**config.mk**
```make
export PLATFORM = sky130hd
export DESIGN_NAME = busca_instrucao
export DESIGN_NICKNAME = d
export VERILOG_FILES = /design/src/rtl/busca_instrucao.sv
export SDC_FILE = /design/constraint.sdc
export NUM_CORES = 1
export LEC_CHECK = 0
export CORE_MARGIN = 1
export CORE_UTILIZATION = 30
export CTS_BUF_LIST = sky130_fd_sc_hd__clkbuf_8 sky130_fd_sc_hd__clkbuf_16
export DETAILED_ROUTE_END_ITERATION = 10
export HOLD_SLACK_MARGIN = 0.15
export REMOVE_ABC_BUFFERS = 1
export SYNTH_ARGS = -nofsm -noshare
export SYNTH_HDL_FRONTEND = slang
export SYNTH_SLANG_ARGS = --single-unit
```
**constraint.sdc**
```tcl
create_clock -name clock -period 5.6 [get_ports clock]
set_clock_uncertainty 0.2 [all_clocks]
set_input_delay 0.84 -clock clock [delete_from_list [all_inputs] [get_ports clock]]
set_output_delay 0.84 -clock clock [all_outputs]
set_load 0.03 [all_outputs]
```
**src/rtl/busca_instrucao.sv**
```systemverilog
// Instruction fetch stage: holds the PC, drives the RAM read port, captures
// the registered RAM data one cycle later and buffers it in a small queue
// that the decoder drains over a valid/ready handshake. A redirect flushes
// every instruction and read that is in flight.
module busca_instrucao #(
    parameter int unsigned DATA_WIDTH = 8,
    parameter int unsigned ADDR_WIDTH = 4,
    parameter int unsigned DEPTH      = 2   // must be >= 2
) (
    input  logic                  clock,
    input  logic                  reset_n,
    output logic [ADDR_WIDTH-1:0] mem_addr,
    input  logic [DATA_WIDTH-1:0] mem_dado,
    input  logic                  desvio,
    input  logic [ADDR_WIDTH-1:0] desvio_addr,
    output logic [DATA_WIDTH-1:0] instr,
    output logic [ADDR_WIDTH-1:0] instr_pc,
    output logic                  instr_valid,
    input  logic                  instr_ready
);

    localparam int unsigned PTR_W = (DEPTH > 1) ? $clog2(DEPTH) : 1;
    localparam int unsigned CNT_W = $clog2(DEPTH + 1);
    localparam logic [CNT_W:0]   DEPTH_OCC = (CNT_W + 1)'(DEPTH);
    localparam logic [PTR_W-1:0] PTR_LAST  = PTR_W'(DEPTH - 1);

    logic [ADDR_WIDTH-1:0] pc_q;
    logic [ADDR_WIDTH-1:0] tag_q;
    logic                  in_flight_q;
    logic [DATA_WIDTH-1:0] fila_instr_q [DEPTH];
    logic [ADDR_WIDTH-1:0] fila_pc_q    [DEPTH];
    logic [PTR_W-1:0]      head_q;
    logic [PTR_W-1:0]      tail_q;
    logic [CNT_W-1:0]      count_q;

    logic                  pop;
    logic                  push;
    logic                  issue;
    logic [CNT_W:0]        occ;

    // Pointer increment that also wraps for non-power-of-two depths.
    function automatic logic [PTR_W-1:0] ptr_inc(input logic [PTR_W-1:0] p);
        return (p == PTR_LAST) ? '0 : p + PTR_W'(1);
    endfunction

    // Handshake and issue decisions for the coming edge.
    always_comb begin
        pop  = (count_q != '0) & instr_ready;
        push = in_flight_q & ~desvio;
        // Slots committed after this edge: queued + outstanding read - consumed.
        occ  = {1'b0, count_q} + {{CNT_W{1'b0}}, in_flight_q} - {{CNT_W{1'b0}}, pop};
        issue = ~desvio & (occ < DEPTH_OCC);
    end

    // PC, outstanding-read tracking and queue state; redirect wins over all.
    always_ff @(posedge clock or negedge reset_n) begin
        if (!reset_n) begin
            pc_q        <= '0;
            tag_q       <= '0;
            in_flight_q <= 1'b0;
            head_q      <= '0;
            tail_q      <= '0;
            count_q     <= '0;
            for (int i = 0; i < DEPTH; i++) begin
                fila_instr_q[i] <= '0;
                fila_pc_q[i]    <= '0;
            end
        end else if (desvio) begin
            // RAM data of this cycle is dropped along with the queue contents.
            pc_q        <= desvio_addr;
            in_flight_q <= 1'b0;
            head_q      <= '0;
            tail_q      <= '0;
            count_q     <= '0;
        end else begin
            if (issue) begin
                in_flight_q <= 1'b1;
                tag_q       <= pc_q;
                pc_q        <= pc_q + ADDR_WIDTH'(1);
            end else begin
                // PC holds; the RAM harmlessly re-reads the same address.
                in_flight_q <= 1'b0;
            end
            if (push) begin
                fila_instr_q[tail_q] <= mem_dado;
                fila_pc_q[tail_q]    <= tag_q;
                tail_q               <= ptr_inc(tail_q);
            end
            if (pop) begin
                head_q <= ptr_inc(head_q);
            end
            count_q <= count_q + CNT_W'(push) - CNT_W'(pop);
        end
    end

    // Head of the queue drives the decoder; zero while nothing is queued.
    always_comb begin
        mem_addr    = pc_q;
        instr_valid = (count_q != '0);
        instr       = instr_valid ? fila_instr_q[head_q] : '0;
        instr_pc    = instr_valid ? fila_pc_q[head_q] : '0;
    end

endmodule

```
# Word level (Yosys, flattened, before mapping)
# Index checks and enable logic that the tools add are counted.
# totals
regBits,37
output_inout_bits,17
word_cells,59
# op_classes
add_sub_neg,7
n_lt_le_gt_ge,4
muxes,25
n_bitwise,6
n_reduce_logical,7
# ops
cell,n
$mux 8,5
$mux 4,7
$bwmux 16,1
$bwmux 8,1
$demux 8 s1,1
$mux 1,8
$reduce_bool 2->1,4
$add 4x1->4 const B,1
$demux 4 s1,1
$ge 2x2->1 const B,2
$not 1->2,2
$reduce_and 2->1,2
$add 2x1->3,1
$and 1x1->1,3
$lt 3x2->1 const B,1
$sub 3x1->3,1
$add 1x1->1 const B,2
$add 2x1->2,1
$lt 2x1->1 const B,1
$mux 2,1
$sub 2x1->2,1
$logic_and 1x1->1,1
$not 1->1,1

# Depth between registers and ports, before layout
# logic_depth
depth_word,7
ltp_mapped,8
mapped_depth_nobuf,7

# Worst setup path before layout
# OpenSTA, ideal clock, no wires.
# synth_path
kind,input to register
from,input instr_ready
to,register tag_q[0]
setup_time_ns,0.125
arrival_time_ns,2.457
required_time_ns,5.275
setup_slack_ns,2.818
cell_stages,8
path_cell_list,and3b_2 o21ai_0 fa_1 xor2_1 nand2b_4 or2_1 buf_6 mux2_4
# synth_via
elab_chain_len,5
# synth_lines
item,line,source
start: declaration,19,input logic instr_ready
$and 1x1->1,48,pop = (count_q != '0) & instr_ready;
$sub 3x1->3,51,"occ = {1'b0, count_q} + {{CNT_W{1'b0}}, in_flight_q} - {{CNT_W{1'b0}}, pop};"
$lt 3x2->1,52,issue = ~desvio & (occ < DEPTH_OCC);
$and 1x1->1,52,
$reduce_and 2->1 (no line),-,
end signal: assignment,78,tag_q <= pc_q;
end: declaration,28,logic [ADDR_WIDTH-1:0] tag_q;
# Every way passes these cells.
# A chain may end at the register's enable or synchronous reset.

# Worst setup path in the final report
# layout_path
from,register count_q[1]
to,output instr_pc[2]
# layout_via
elab_chain_len,2
# layout_lines
item,line,source
start: declaration,34,logic [CNT_W-1:0] count_q;
start signal: assignment,92,count_q <= count_q + CNT_W'(push) - CNT_W'(pop);
$reduce_bool 2->1,99,instr_valid = (count_q != '0);
$mux 4,101,instr_pc = instr_valid ? fila_pc_q[head_q] : '0;
end: declaration,17,"output logic [ADDR_WIDTH-1:0] instr_pc,"
# Every way passes these cells.

==> flow_metrics.env <==
export IMPL_die_h_um=78.6
export IMPL_p_leak_uw=0.000969
export IMPL_die_x_um=78.6
export IMPL_power_uw=1330
export IMPL_clk_latency_ns=0.28
export IMPL_layout_cells_most_common_list="dfrtp_1, clkdlybuf4s50_1, nor2_1"
export IMPL_swShare=0.364
export IMPL_required_ns=4.56
export IMPL_cts_made_buffers=5
export IMPL_hp_class="flop to flop"
export IMPL_outcome="finished clean"
export IMPL_yosysSeqAreaShare=0.527
export IMPL_vdd_ir_drop_max_v=0.000260
export IMPL_clock_fmax_mhz=298
export IMPL_synth_top_area_frac=0.527
export IMPL_antenna_cells=0
export IMPL_synth_area_mm2=0.00176
export IMPL_cts_tree="done"
export IMPL_clkTransAtPathRegs_ns=0.07
export IMPL_r2r_end="tag_q[1]"
export IMPL_drtPass1Iterations=3
export IMPL_instances_no_fill=244
export IMPL_regArea_um2=926
export IMPL_multi_input_area_um2=785
export IMPL_vias_per_cell=4.57
export IMPL_row_count=27
export IMPL_detail_route_antenna_nets=0
export IMPL_yosysUniqueCellTypes=27
export IMPL_endpoint="instr_pc[2]"
export IMPL_dp_cells=236
export IMPL_drc_errors=0
export IMPL_yosysWarnings=0
export IMPL_timing_critical_path_mode_cell="nor2_1"
export IMPL_r2r_slack_ns=2.98
export IMPL_drt_total_wl_um=3340
export IMPL_layout_commonest_cell="dfrtp_1"
export IMPL_crit_family="simple AND/OR/NAND/NOR gates"
export IMPL_overflow=0
export IMPL_cp_startpoint="count_q[1]"
export IMPL_critPathMaxStageDelay_ns=0.76
export IMPL_numPortBuffers=32
export IMPL_fin_hold_ws_ns=0.290
export IMPL_clk_path_buf_depth=2
export IMPL_synth_area_leaders="dfrtp_1, mux2_1, mux2_2, mux2i_1, nor2_1"
export IMPL_post_cts_buffers=0
export IMPL_crit_type="flop to primary output"
export IMPL_tns_ns=0
export IMPL_startpoint_type="flop"
export IMPL_coreArea_mm2=0.00557
export IMPL_cpMaxStageDelayCell="nor2_1"
export IMPL_antenna_found_initial=0
export IMPL_post_route_min_period_ns=3.35
export IMPL_wl_per_cell_um=13.7
export IMPL_worstPathCellList="nor2_1 -> nor2_1 -> clkdlybuf4s50_1"
export IMPL_seqPwrFrac=0.374
export IMPL_rsz0062_at_grt="no"
export IMPL_worst_pin_slew_ns=1.08
export IMPL_htreeDepth=2
export IMPL_layout_drive_gt1_share=0.157
export IMPL_power_frac_clock=0.175
export IMPL_synth_cells=138
export IMPL_relSlewSlack=0.278
export IMPL_worstPathArrival_ns=2.31
export IMPL_critPathCaptureType="primary output"
export IMPL_cp_num_buf_inv=1
export IMPL_track_usage=0.120
export IMPL_setup_viol=0
export IMPL_reg2reg_depth=7
export IMPL_fill_cells=536
export IMPL_maxCapViolCount=0
export IMPL_internal_power_uw=846
export IMPL_hold_viol=0
export IMPL_top_level_ports=33
export IMPL_post_cts_resized=0
export IMPL_initial_core_util=0.315
export IMPL_powerDensity_mw_per_mm2=591
export IMPL_drt_iter0_drc=7
export IMPL_crit_cells=3
export IMPL_cp_max_fo=13
export IMPL_final_nets=190
export IMPL_r2r_start="count_q[1]"
export IMPL_synth_seq_cells=37
export IMPL_grt_pass1_vias=1180
export IMPL_p_sw_uw=484
export IMPL_syn_to_final_growth_pct=28.1
export IMPL_p_comb_frac=0.451
export IMPL_cts_root_buffer="clkbuf_8"
export IMPL_num_vias=1116
export IMPL_die_area_mm2=0.00617
export IMPL_period_share=0.599
export IMPL_finalMaxSlewViolations=0
export IMPL_grt_pass1_wl_um=5660
export IMPL_clkSinkCount=37
export IMPL_syn_avg_cell_area_um2=12.7
export IMPL_globalplace_congestion=0.774
export IMPL_grt_start_max_net_pins=38
export IMPL_dp_hpwl_um=2390
export IMPL_cts_hold_buf=0
export IMPL_synth_area_leader_cell="dfrtp_1"
per-layer routing:
metal / part of all wire / wire length (µm) / track usage
met1: 0.46 / 1530 / 0.147
met2: 0.47 / 1590 / 0.197
met3: 0.055 / 183 / 0.0360
met4: 0.013 / 44 / 0.0444
met5: 0 / 0 / 0
registers in the layout, indices dropped and copies added, names as in the netlist:
name          count
count_q           2
tail_q            1
fila_instr_q     16
in_flight_q       1
fila_pc_q         8
mem_addr          4
tag_q             4
head_q            1
metrics by stage:
step	instance area, µm²	setup WS (ns)	utilization
final	2250	2.25	0.404
after global routing	2250	2.09	0.404
after CTS	2250	2.20	0.404
after detailed placement	2140	2.07	0.383
after global placement	2140	2.15	0.383
after floorplan	1720	2.83	-
power by group through the flow:
stage          Combinational (µW)  Sequential (µW)  Clock, µW
4_1_cts                       611              500        240
5_1_grt                       654              515        253
2_1_floorplan                 401              498          0
3_3_place_gp                  591              493          0
6_report                      600              498        232
3_5_place_dp                  609              504          0
kinds of logic (layout without fill, tap and decap cells):
kind of cell | after synthesis | count (layout) | synth area share
adder cells (fa/ha/maj) | 3 | 3 | 0.0256
XOR/XNOR | 8 | 8 | 0.0399
AND/OR/NAND/NOR | 33 | 33 | 0.0954
AO/OA/AOI/OAI | 6 | 6 | 0.0171
multiplexers | 42 | 42 | 0.268
flip-flops | 37 | 37 | 0.527
buffers and inverters | 9 | 43 | 0.0270
cells in the mapped netlist (all sizes together):
cell	n
a21oi	1
and2b	1
and3b	1
and4bb	1
buf	4
clkbuf	3
dfrtp	37
fa	1
ha	2
inv	2
mux2	29
mux2i	13
nand2	5
nand2b	2
nand4	1
nor2	18
nor2b	3
o21ai	5
or2	1
xnor2	3
xor2	5
layout make-up:
type	count	area share
clock inverters	2	0.0150
inverters	2	0.00333
well taps	72	0.0400
clock buffers	6	0.0367
multi-input cells	92	0.348
repair buffers	33	0.146
flip-flops and latches	37	0.411
how the worst min path moves through the flow:
stage,start,endpoint,slack (ns),cells after the start
3_3_place_gp,fila_pc_q[6],fila_pc_q[6],0.27,1
5_1_grt,fila_instr_q[12],fila_instr_q[12],0.30,1
3_5_place_dp,fila_pc_q[7],fila_pc_q[7],0.27,1
6_report,fila_instr_q[11],fila_instr_q[11],0.29,1
4_1_cts,fila_pc_q[7],fila_pc_q[7],0.29,1
2_1_floorplan,fila_instr_q[10],fila_instr_q[10],0.26,1
worst register-to-register path, cell delays in order, from the launching register on:
cell and delay [ns]:
dfrtp_1 0.48, and3b_2 0.25, o21ai_0 0.11, fa_1 0.39, xor2_1 0.24, nand2b_4 0.20
or2_1 0.29, mux2_4 0.33
No activity file was read; power rests on OpenSTA's default activity.
